==> src/rtl/mux_sel_arbiter.sv <==
// Round-robin arbiter driving the 2-bit select of a downstream mux_4x1, with one-hot grant and busy.
// Optional macro HOLD_TIMEOUT_EN forces rotation after MAX_HOLD consecutive grant cycles.
module mux_sel_arbiter #(
  parameter int MAX_HOLD = 8
) (
  input  logic       clk,
  input  logic       rst,
  input  logic [3:0] req,
  input  logic       done,
  output logic [1:0] sel,
  output logic [3:0] gnt,
  output logic       busy
);

  typedef enum logic {IDLE, GRANT} state_t;

  state_t     r_state;
  logic [1:0] r_sel;
  logic [1:0] r_ptr;
  logic [3:0] r_gnt;
  logic       r_busy;

  logic       w_found;
  logic [1:0] w_win;
  logic       w_timeout;
  logic       w_release;

  // Search starts just past the last winner, so the current holder is always
  // the last candidate: it keeps the grant only when no one else is asking.
  always_comb begin
    w_found = 1'b0;
    w_win   = r_ptr;
    for (int k = 0; k < 4; k++) begin
      if (!w_found && req[r_ptr + 2'(k + 1)]) begin
        w_found = 1'b1;
        w_win   = r_ptr + 2'(k + 1);
      end
    end
  end

`ifdef HOLD_TIMEOUT_EN
  localparam int HW = $clog2(MAX_HOLD + 1);

  logic [HW-1:0] r_hold;

  assign w_timeout = (r_hold == HW'(MAX_HOLD - 1)) & ~done;

  // Counts cycles the current grant has been held; cleared on every (re)grant.
  always_ff @(posedge clk or posedge rst) begin
    if (rst) begin
      r_hold <= '0;
    end else if (r_state == GRANT && !w_release) begin
      if (r_hold != HW'(MAX_HOLD))
        r_hold <= r_hold + 1'b1;
    end else begin
      r_hold <= '0;
    end
  end
`else
  // No hold counter in this build; MAX_HOLD >= 1 makes this a constant 0.
  assign w_timeout = (MAX_HOLD < 1);
`endif

  assign w_release = done | ~req[r_sel] | w_timeout;

  always_ff @(posedge clk or posedge rst) begin
    if (rst) begin
      r_state <= IDLE;
      r_sel   <= 2'b00;
      r_gnt   <= 4'b0000;
      r_busy  <= 1'b0;
      r_ptr   <= 2'd3;
    end else begin
      case (r_state)
        IDLE: begin
          if (w_found) begin
            r_state <= GRANT;
            r_sel   <= w_win;
            r_gnt   <= 4'b0001 << w_win;
            r_busy  <= 1'b1;
            r_ptr   <= w_win;
          end
        end
        GRANT: begin
          if (w_release) begin
            if (w_found) begin
              r_sel <= w_win;
              r_gnt <= 4'b0001 << w_win;
              r_ptr <= w_win;
            end else begin
              r_state <= IDLE;
              r_gnt   <= 4'b0000;
              r_busy  <= 1'b0;
            end
          end
        end
        default: begin
          r_state <= IDLE;
          r_gnt   <= 4'b0000;
          r_busy  <= 1'b0;
        end
      endcase
    end
  end

  assign sel  = r_sel;
  assign gnt  = r_gnt;
  assign busy = r_busy;

endmodule

==> config.mk <==
export PLATFORM = sky130hd
export DESIGN_NAME = mux_sel_arbiter
export DESIGN_NICKNAME = d
export VERILOG_FILES = /design/src/rtl/mux_sel_arbiter.sv
export SDC_FILE = /design/constraint.sdc
export NUM_CORES = 1
export LEC_CHECK = 0
export BUFFER_PORTS_ARGS = -buffer_cell sky130_fd_sc_hd__clkbuf_2
export CAP_MARGIN = 20
export CORE_AREA = 2 2 39 41
export DETAILED_ROUTE_END_ITERATION = 6
export DIE_AREA = 0 0 41 43
export PLACE_DENSITY = 0.66
export SYNTH_ARGS = -nofsm -noshare
export SYNTH_HDL_FRONTEND = slang
export SYNTH_SLANG_ARGS = --single-unit
==> constraint.sdc <==
create_clock -name clk -period 5.05 [get_ports clk]
set_input_delay 1.01 -clock clk [delete_from_list [all_inputs] [get_ports clk]]
set_output_delay 1.01 -clock clk [all_outputs]
set_load 0.05 [all_outputs]
== Word level (Yosys, flattened, before mapping) ==
Cells that the tools add are included.

* Bits in registers: 10
* Bits in latches: 0
* Memory bits (writable): 0
* Memory bits (read-only): 0
* Bits of input ports: 7
* Output and inout bits: 7
* Logic and storage cells: 63
* Memories kept: 0

* $add $sub $neg: 3
* $mul: 0
* Divide/modulo/power cells: 0
* Magnitude comparators: 5
* Eq/ne operators: 3
* Shifts and indexed selects: 1
* Mux-type cells: 35
* Bitwise logic cells: 3
* Reductions and logical operators: 8

{| class="wikitable"
|+ Operators by type and width
! cell !! count
|-
| 2-to-1 mux 2 bit || 8
|-
| less-than comparator 2 x 3 -> 1 bit (second input constant) || 5
|-
| 2-to-1 mux 1 bit || 14
|-
| 2-to-1 mux 4 bit || 3
|-
| binary-select mux 1 bit (select 2 bit) || 5
|-
| case mux 2 bit (2 select lines) || 2
|-
| case mux 4 bit (2 select lines) || 1
|-
| adder 2 bit (second input constant) || 2
|-
| != test 2 bit (second input constant) || 2
|-
| case mux 1 bit (2 select lines) || 2
|-
| << shifter 1 x 2 -> 4 bit (first input constant) || 1
|-
| logical AND 1 bit || 3
|-
| zero test 1 bit || 3
|-
| AND reduction 3 bit || 1
|-
| adder 2 x 1 -> 2 bit (second input constant) || 1
|-
| != test 2 x 1 -> 1 bit (second input constant) || 1
|-
| inverter 1 bit || 2
|-
| AND reduction 2 bit || 1
|-
| OR 1 bit || 1
|}

== Longest topological paths before layout ==
Gate-level depths: netlist (run 1).

* Word-level depth: 17
* Mapped depth: 5
* Gate-level depth less buffers: 4

== Worst setup path before layout (run 1) ==
OpenSTA, ideal clock, no wires.

* Path kind: input to register
* Start: input req[1]
* End: register r_gnt[2], in the netlist gnt[2]
* Setup time: 0.121 ns
* Arrival: 2.172 ns
* Data required time: 4.929 ns
* Setup slack: 2.757 ns
* Stages: 5
* Buffers on the path: 1
* Path through: or4_4 buf_6 o221ai_4 and3b_4 a22o_1

* Longest elaborated chain between the ends: 16
* Elaborated cells between the ends (all ways): 34
* Classes of those cells: eq/ne: 2; shift: 1; mux: 22; bitwise: 2; reduce/logical: 7

{| class="wikitable"
|+ Ends and longest elaborated chain
! item !! line !! text
|-
| start: declaration || 8 || <nowiki>input logic [3:0] req,</nowiki>
|-
| binary-select mux 1 bit (select 2 bit) || 34 || <nowiki>if (!w_found && req[r_ptr + 2'(k + 1)]) begin</nowiki>
|-
| 2-to-1 mux 1 bit (not written as such) || 34 ||
|-
| 2-to-1 mux 1 bit || 34 ||
|-
| zero test 1 bit || 34 ||
|-
| logical AND 1 bit || 34 ||
|-
| 2-to-1 mux 1 bit || 34 ||
|-
| zero test 1 bit || 34 ||
|-
| logical AND 1 bit || 34 ||
|-
| 2-to-1 mux 1 bit || 34 ||
|-
| zero test 1 bit || 34 ||
|-
| logical AND 1 bit || 34 ||
|-
| 2-to-1 mux 2 bit || 34 ||
|-
| << shifter 1 x 2 -> 4 bit || 79, 88 ||
|-
| 2-to-1 mux 4 bit || 86 || <nowiki>if (w_found) begin</nowiki>
|-
| 2-to-1 mux 4 bit || 85 || <nowiki>if (w_release) begin</nowiki>
|-
| case mux 4 bit (2 select lines) || 74 || <nowiki>case (r_state)</nowiki>
|-
| end signal: assignment || 79 || <nowiki>r_gnt <= 4'b0001 << w_win;</nowiki>
|-
| end signal: assignment || 88 || <nowiki>r_gnt <= 4'b0001 << w_win;</nowiki>
|-
| end: declaration || 20 || <nowiki>logic [3:0] r_gnt;</nowiki>
|}

Parallel ways exist; a longest one is shown, timed or not. The select of a mux whose other input is x is not followed.
A chain may end at the register's enable or synchronous reset.

== Worst setup path in the final report (run 1) ==
Ends and elaborated chain as after synthesis.

==> results of run 1 <==
-- kinds of logic after synthesis --
| family | synth area share [%] |
|---|---|
| AOI/OAI and AO/OA | 27.2 |
| and+or+nand+nor | 14.4 |
| DFF | 47.0 |
| muxes | 7.91 |
| buffers and inverters | 3.49 |
-- flip-flops by register name, summed over array words and instances, names as in the netlist --
register  count
sel           2
busy          1
gnt           4
r_ptr         2
r_state       1
-- cell usage in the layout (no fill, tap or decap), types with 2 or more instances in the layout --
master    instances
clkbuf_2         13
dfrtp_1           8
a22o_1            4
a21oi_1           3
clkbuf_4          3
mux2i_1           2
nand2b_1          2
a21o_2            2
nor2_1            2
inv_1             2
mux2_2            2
dfstp_2           2
-- area by class of cell --
type / count / share of cell area, %
clock buffers: 4 / 5.60
inverters: 2 / 1.16
multi-input cells: 32 / 41.1
flip-flops and latches: 10 / 39.0
well taps: 16 / 3.09
repair buffers: 13 / 10.0
-- path summary, 6_finish.rpt --
check / end / slack, ps / from / depth (start not counted)
min in group asynchronous: gnt[1] / 680 / rst / 2
hold / removal: busy / 490 / r_state / 1
setup reg to reg: gnt[2] / 3330 / sel[1] / 4
hold reg to reg: busy / 490 / r_state / 1
max in group asynchronous: r_ptr[0] / 4060 / rst / 2
setup / recovery: gnt[2] / 2910 / req[1] / 5
-- Yosys cell counts --
master and instances:
or3b_2 1, nor2_1 2, a21o_2 2, a22o_1 4
o22ai_1 1, o21ai_0 1, inv_1 2, dfrtp_1 8
dfstp_2 2, o211ai_1 1, nand2_1 1, a221oi_1 1
mux2_2 2, nand2b_1 2, or4_4 1, a221o_1 1
and3b_4 1, or2b_1 1, a21o_1 1, a21oi_1 3
o21bai_1 1, buf_6 1, nand3b_1 1, mux2i_1 2
o221ai_4 1, or2_2 1
-- power breakdown --
group / switching [mW] / internal [mW] / total (mW) / leakage [nW]
sequential: 0.0305 / 0.118 / 0.149 / 0.118
combinational: 0.146 / 0.0891 / 0.235 / 0.165
clock: 0.0280 / 0.0438 / 0.0718 / 0.0210
total: 0.204 / 0.251 / 0.456 / 0.304
-- through the flow --
step	setup WS, ps	instances	hold slack [ps]
finish	2910	77	494
global route	2860	77	535
CTS	2910	77	502
detailed placement	2630	73	488
global placement	2650	73	487
floorplan	2760	45	454
-- layer usage --
metal	vias up	track usage, %	wire (um)
met5	-	0	0
met4	0	14.7	25
met3	4	2.09	48
met2	11	21.3	497
met1	196	19.4	482
li1	205	-	-
==> metrics.txt, run 1 <==
status finished, final reports clean; Routed Antenna Nets 0; Max Transition Viols Final 0; Worst Setup Start Kind input port; # IOs 14; register area 253 um^2; DR vias/cell approximately 5.4; post-CTS setup repair buffer count 0; Critical Path Sink Type register; Max Root-Sink Buffers 2; dominant cells by area after synthesis dfrtp_1 (37%), dfstp_2 (9.8%), a22o_1 (6.5%); P&R area growth vs syn 20.5%; Yosys Warn Count 0; Synth top area share 37.2%; max-cap violations 0; WP buf/inv 1; H-tree depth 1; Critical Path RT about 5200 ps; Leakage roughly 0.3 nW; worst skew pair latency 270 ps; grt ovf 0; FMAX 0.468 GHz; Setup TNS Final 0 ps; Clock Skews around 4.4 ps; first-pass GRT wire length 1740 um; total power between 400 and 500 uW; Slew HR about three quarters; CP delay by family, top simple AND/OR/NAND/NOR gates; ANT cells 0; WL final 1050 um; vias in the first global route 440; critical path, cell by cell clkbuf_2 -> or4_4 -> o221ai_4 -> and3b_4 -> a22o_1; min cycle time layout around 2100 ps; IO buf count 13; Final Cycle Share 42.3%; Post-Route Utilization a little under half; GR Util All Layers about 15%; FILL cells ~130; Mapped Nets 52; Num CTS Buffers 3; Die X 41 um; final number of hold-violating endpoints 0; CTS clk-pin slew, worst paths ~70 ps; Mapped Cells 45; CTS root buf clkbuf_4; initial antenna violation count 0; fin nets 69; Avg Inst Size Synth roughly 12 um^2; maximum vdd ir drop 0.000294 V; largest net degree at the start of global routing 11; post-synthesis register bit count 10; core footprint 0.00138 mm^2; Setup CP Type in -> reg; hpwl dp 801 um; CP Max Fanout 6; die height 43 um; Hold Path Class reg -> reg; Post-Place Cell Area 612 um^2; RSZ-0062 raised after global routing false; Initial DRC Count 1; GP Congestion around 0.78; PwrDens 703 mW/mm^2; hold_buf cts 0; DRT Pass-1 Iters 3; die area 0.00176 mm^2; Critical Path AT 2300 ps; layout cells sized above 1 45.9%; CP peak stage delay a little under 600 ps; Least-Margin Pin Slew 368 ps; Remaining DRCs 0; Routed wire per std cell between 10 and 15 um; num rows 14; Synth area leader dfrtp_1; Worst path slowest cell or4_4; Vias 416; Multi-input gate area around 270 um^2; Netlist Area Pre-Place 538 um^2; Final setup viols 0; Design Area, Final approximately 650 um^2; post-synthesis sequential area ratio 47.0%; Post-CTS Resized 0; clock sinks 10; Initial Util 38.9%; TritonCTS clock tree done; Unique masters post-synth 26
Power figures use the tool's default switching activity.
==> run 2, diff against run 1 <==
==> config.mk (replaced) <==
export PLATFORM = sky130hd
export DESIGN_NAME = mux_sel_arbiter
export DESIGN_NICKNAME = d
export VERILOG_FILES = /design/src/rtl/mux_sel_arbiter.sv
export SDC_FILE = /design/constraint.sdc
export NUM_CORES = 1
export LEC_CHECK = 0
export ABC_AREA = 1
export BUFFER_PORTS_ARGS = -buffer_cell sky130_fd_sc_hd__clkbuf_2
export CAP_MARGIN = 20
export CORE_UTILIZATION = 47
export DETAILED_ROUTE_END_ITERATION = 6
export PLACE_DENSITY = 0.74
export SYNTH_ARGS = -nofsm -noshare
export SYNTH_HDL_FRONTEND = slang
export SYNTH_SLANG_ARGS = --single-unit
==> constraint.sdc (replaced) <==
create_clock -name clk -period 1.85 [get_ports clk]
set_input_delay 0.37 -clock clk [delete_from_list [all_inputs] [get_ports clk]]
set_output_delay 0.37 -clock clk [all_outputs]
set_load 0.05 [all_outputs]
==> run 2 against run 1 <==
  * Critical path depth increased by 6
  * Highest routed layer unchanged
  * First-iteration DRC count rose to 7.0 times the previous value
  * Hold slack worse by 440 ps
  * Clock-buffer cell count unchanged
  * Critical path type is now reg -> reg
  * Global-route usage rose by 1.4 points
  * Final area increased by 28%
==> metrics.txt, run 2 <==
DR vias/cell ~4.9; worst skew pair latency 260 ps; post-synthesis sequential area ratio 34.6%; crit path from r_ptr[0]; Routed Antenna Nets 0; hpwl dp 1030 um; Hold Path Class in -> async; fin nets roughly 120; Final Cycle Share a little under nine tenths; Synth area leader dfrtp_1; Least-Margin Pin Slew 366 ps; min cycle time layout ~1600 ps; Mapped Cells 98; P&R area growth vs syn 13.4%; Max Transition Viols Final 0; EDFF count, synth 0; post-CTS setup repair buffer count 0; Multi-input gate area 405 um^2; ys flop type dfrtp_1; first-pass GRT wire length 2290 um; Critical Path AT 1730 ps; grt ovf 0; async set-reset flop share out of synthesis 100%; core footprint 0.00137 mm^2; Initial DRC Count 7; GR Util All Layers 16.8%; Setup CP Type reg -> reg; register area 253 um^2; RSZ-0062 raised after global routing false; setup ws final 262 ps; Finished Layout Cells 128; hold_buf cts 0; CTS root buf clkbuf_4; Setup TNS Final 0 ps; FMAX 0.630 GHz; post-synthesis register bit count 10; vias in the first global route 577; FF-to-FF Start r_ptr[0]; Post-CTS Resized 0; Final setup viols 0; FILL cells 136; hold_ws 50.7 ps; layout cells sized above 1 41.6%; max-cap violations 0; CTS clk-pin slew, worst paths 60 ps; # IOs 14; Critical Path Sink Type register; Unique masters post-synth 20; Vias 626; Initial Util 53.5%; H-tree depth 1; die height just over 40 um; TritonCTS clock tree done; ANT cells 0; Slew HR 75.6%; clock sinks 10; most frequent cells in the layout nand2_1 (37), nand2_2 (16), clkbuf_2 (13), dfrtp_1 (8); Yosys Warn Count 0; most frequent cell after synthesis nand2_1; die area 0.00172 mm^2; Routed wire per std cell 9.84 um; Synth top area share 27.4%; DRT Pass-1 Iters 2; WL final around 1300 um; IO buf count 13; Clock Skews 1.32 ps; Netlist Area Pre-Place 731 um^2; pre-CTS WS ~270 ps; dominant cells by area after synthesis dfrtp_1 (27%), nand2_1 (19%), nand2_2 (14%); GP Congestion 0.813; commonest cells in the netlist nand2_1 (37), nand2_2 (16), dfrtp_1 (8), inv_1 (6), nand3_1 (6); Critical Path RT 2000 ps; Die X 41.4 um; Remaining DRCs 0; Mapped Nets 105; final number of hold-violating endpoints 0; CP Max Fanout 8; Avg Inst Size Synth 7.46 um^2; num rows 13; Max Root-Sink Buffers 2; max FFs per register 4; initial antenna violation count 0; largest net degree at the start of global routing 11; Worst Setup Start Kind register; Num CTS Buffers 3; dpl cells 124; commonest non-fill, non-tap cell in the layout nand2_1; status finished, final reports clean
[run 2: kinds of logic (layout without fill, tap and decap cells)]
logic type	count (synthesis)	in the layout	share of synthesized area, %
buf+inv	12	27	9.93
compound gates	10	10	9.59
simple gates	66	66	45.9
flops	10	10	34.6
[run 2: path summary, 6_finish.rpt]
path / to / slack [ps] / depth (start not counted)
setup / recovery: sel[0] / 260 / 11
hold / removal: sel[0] / 50 / 2
setup reg to reg: sel[0] / 260 / 11
hold reg to reg: gnt[3] / 480 / 2
max in group asynchronous: r_ptr[1] / 1490 / 2
min in group clk: gnt[3] / 480 / 2
[run 2: area by class of cell]
| type | instances | area share, % |
|---|---|---|
| clock buffer | 4 | 4.38 |
| inverter | 10 | 6.04 |
| multi-input combinational | 76 | 48.9 |
| sequential | 10 | 30.5 |
| tap | 15 | 2.27 |
| timing repair buffer | 13 | 7.85 |
[run 2: worst max-delay path: stages (launching register included)]
cell	delay, ps
dfstp_2	650
inv_8	70
nand2_2	70
nand2_2	60
nand2_2	70
nand2_2	60
nor2_4	120
nand2_4	80
nand2_4	90
inv_4	60
nand2_1	70
o21ai_1	70
[run 2: per-stage QoR]
| step | cell area, um^2 | utilization (%) |
|---|---|---|
| CTS | 828 | 60.6 |
| finish | 828 | 60.6 |
| global placement | 792 | 58.0 |
| global route | 828 | 60.6 |
| detailed placement | 792 | 58.0 |
| floorplan | 731 | - |
[run 2: routing by layer]
metal  up-vias  track usage [%]  share of wire, %
li1        336                -                 -
met1       281             21.6                48
met2         7             28.7                50
met3         2             2.61               2.1
met4         0             5.81              0.40
met5         -                0                 0
Power of run 2 is left out: the tool's default activity adds up to more than one toggle a clock period on the data nets, which glitch-free logic cannot reach.
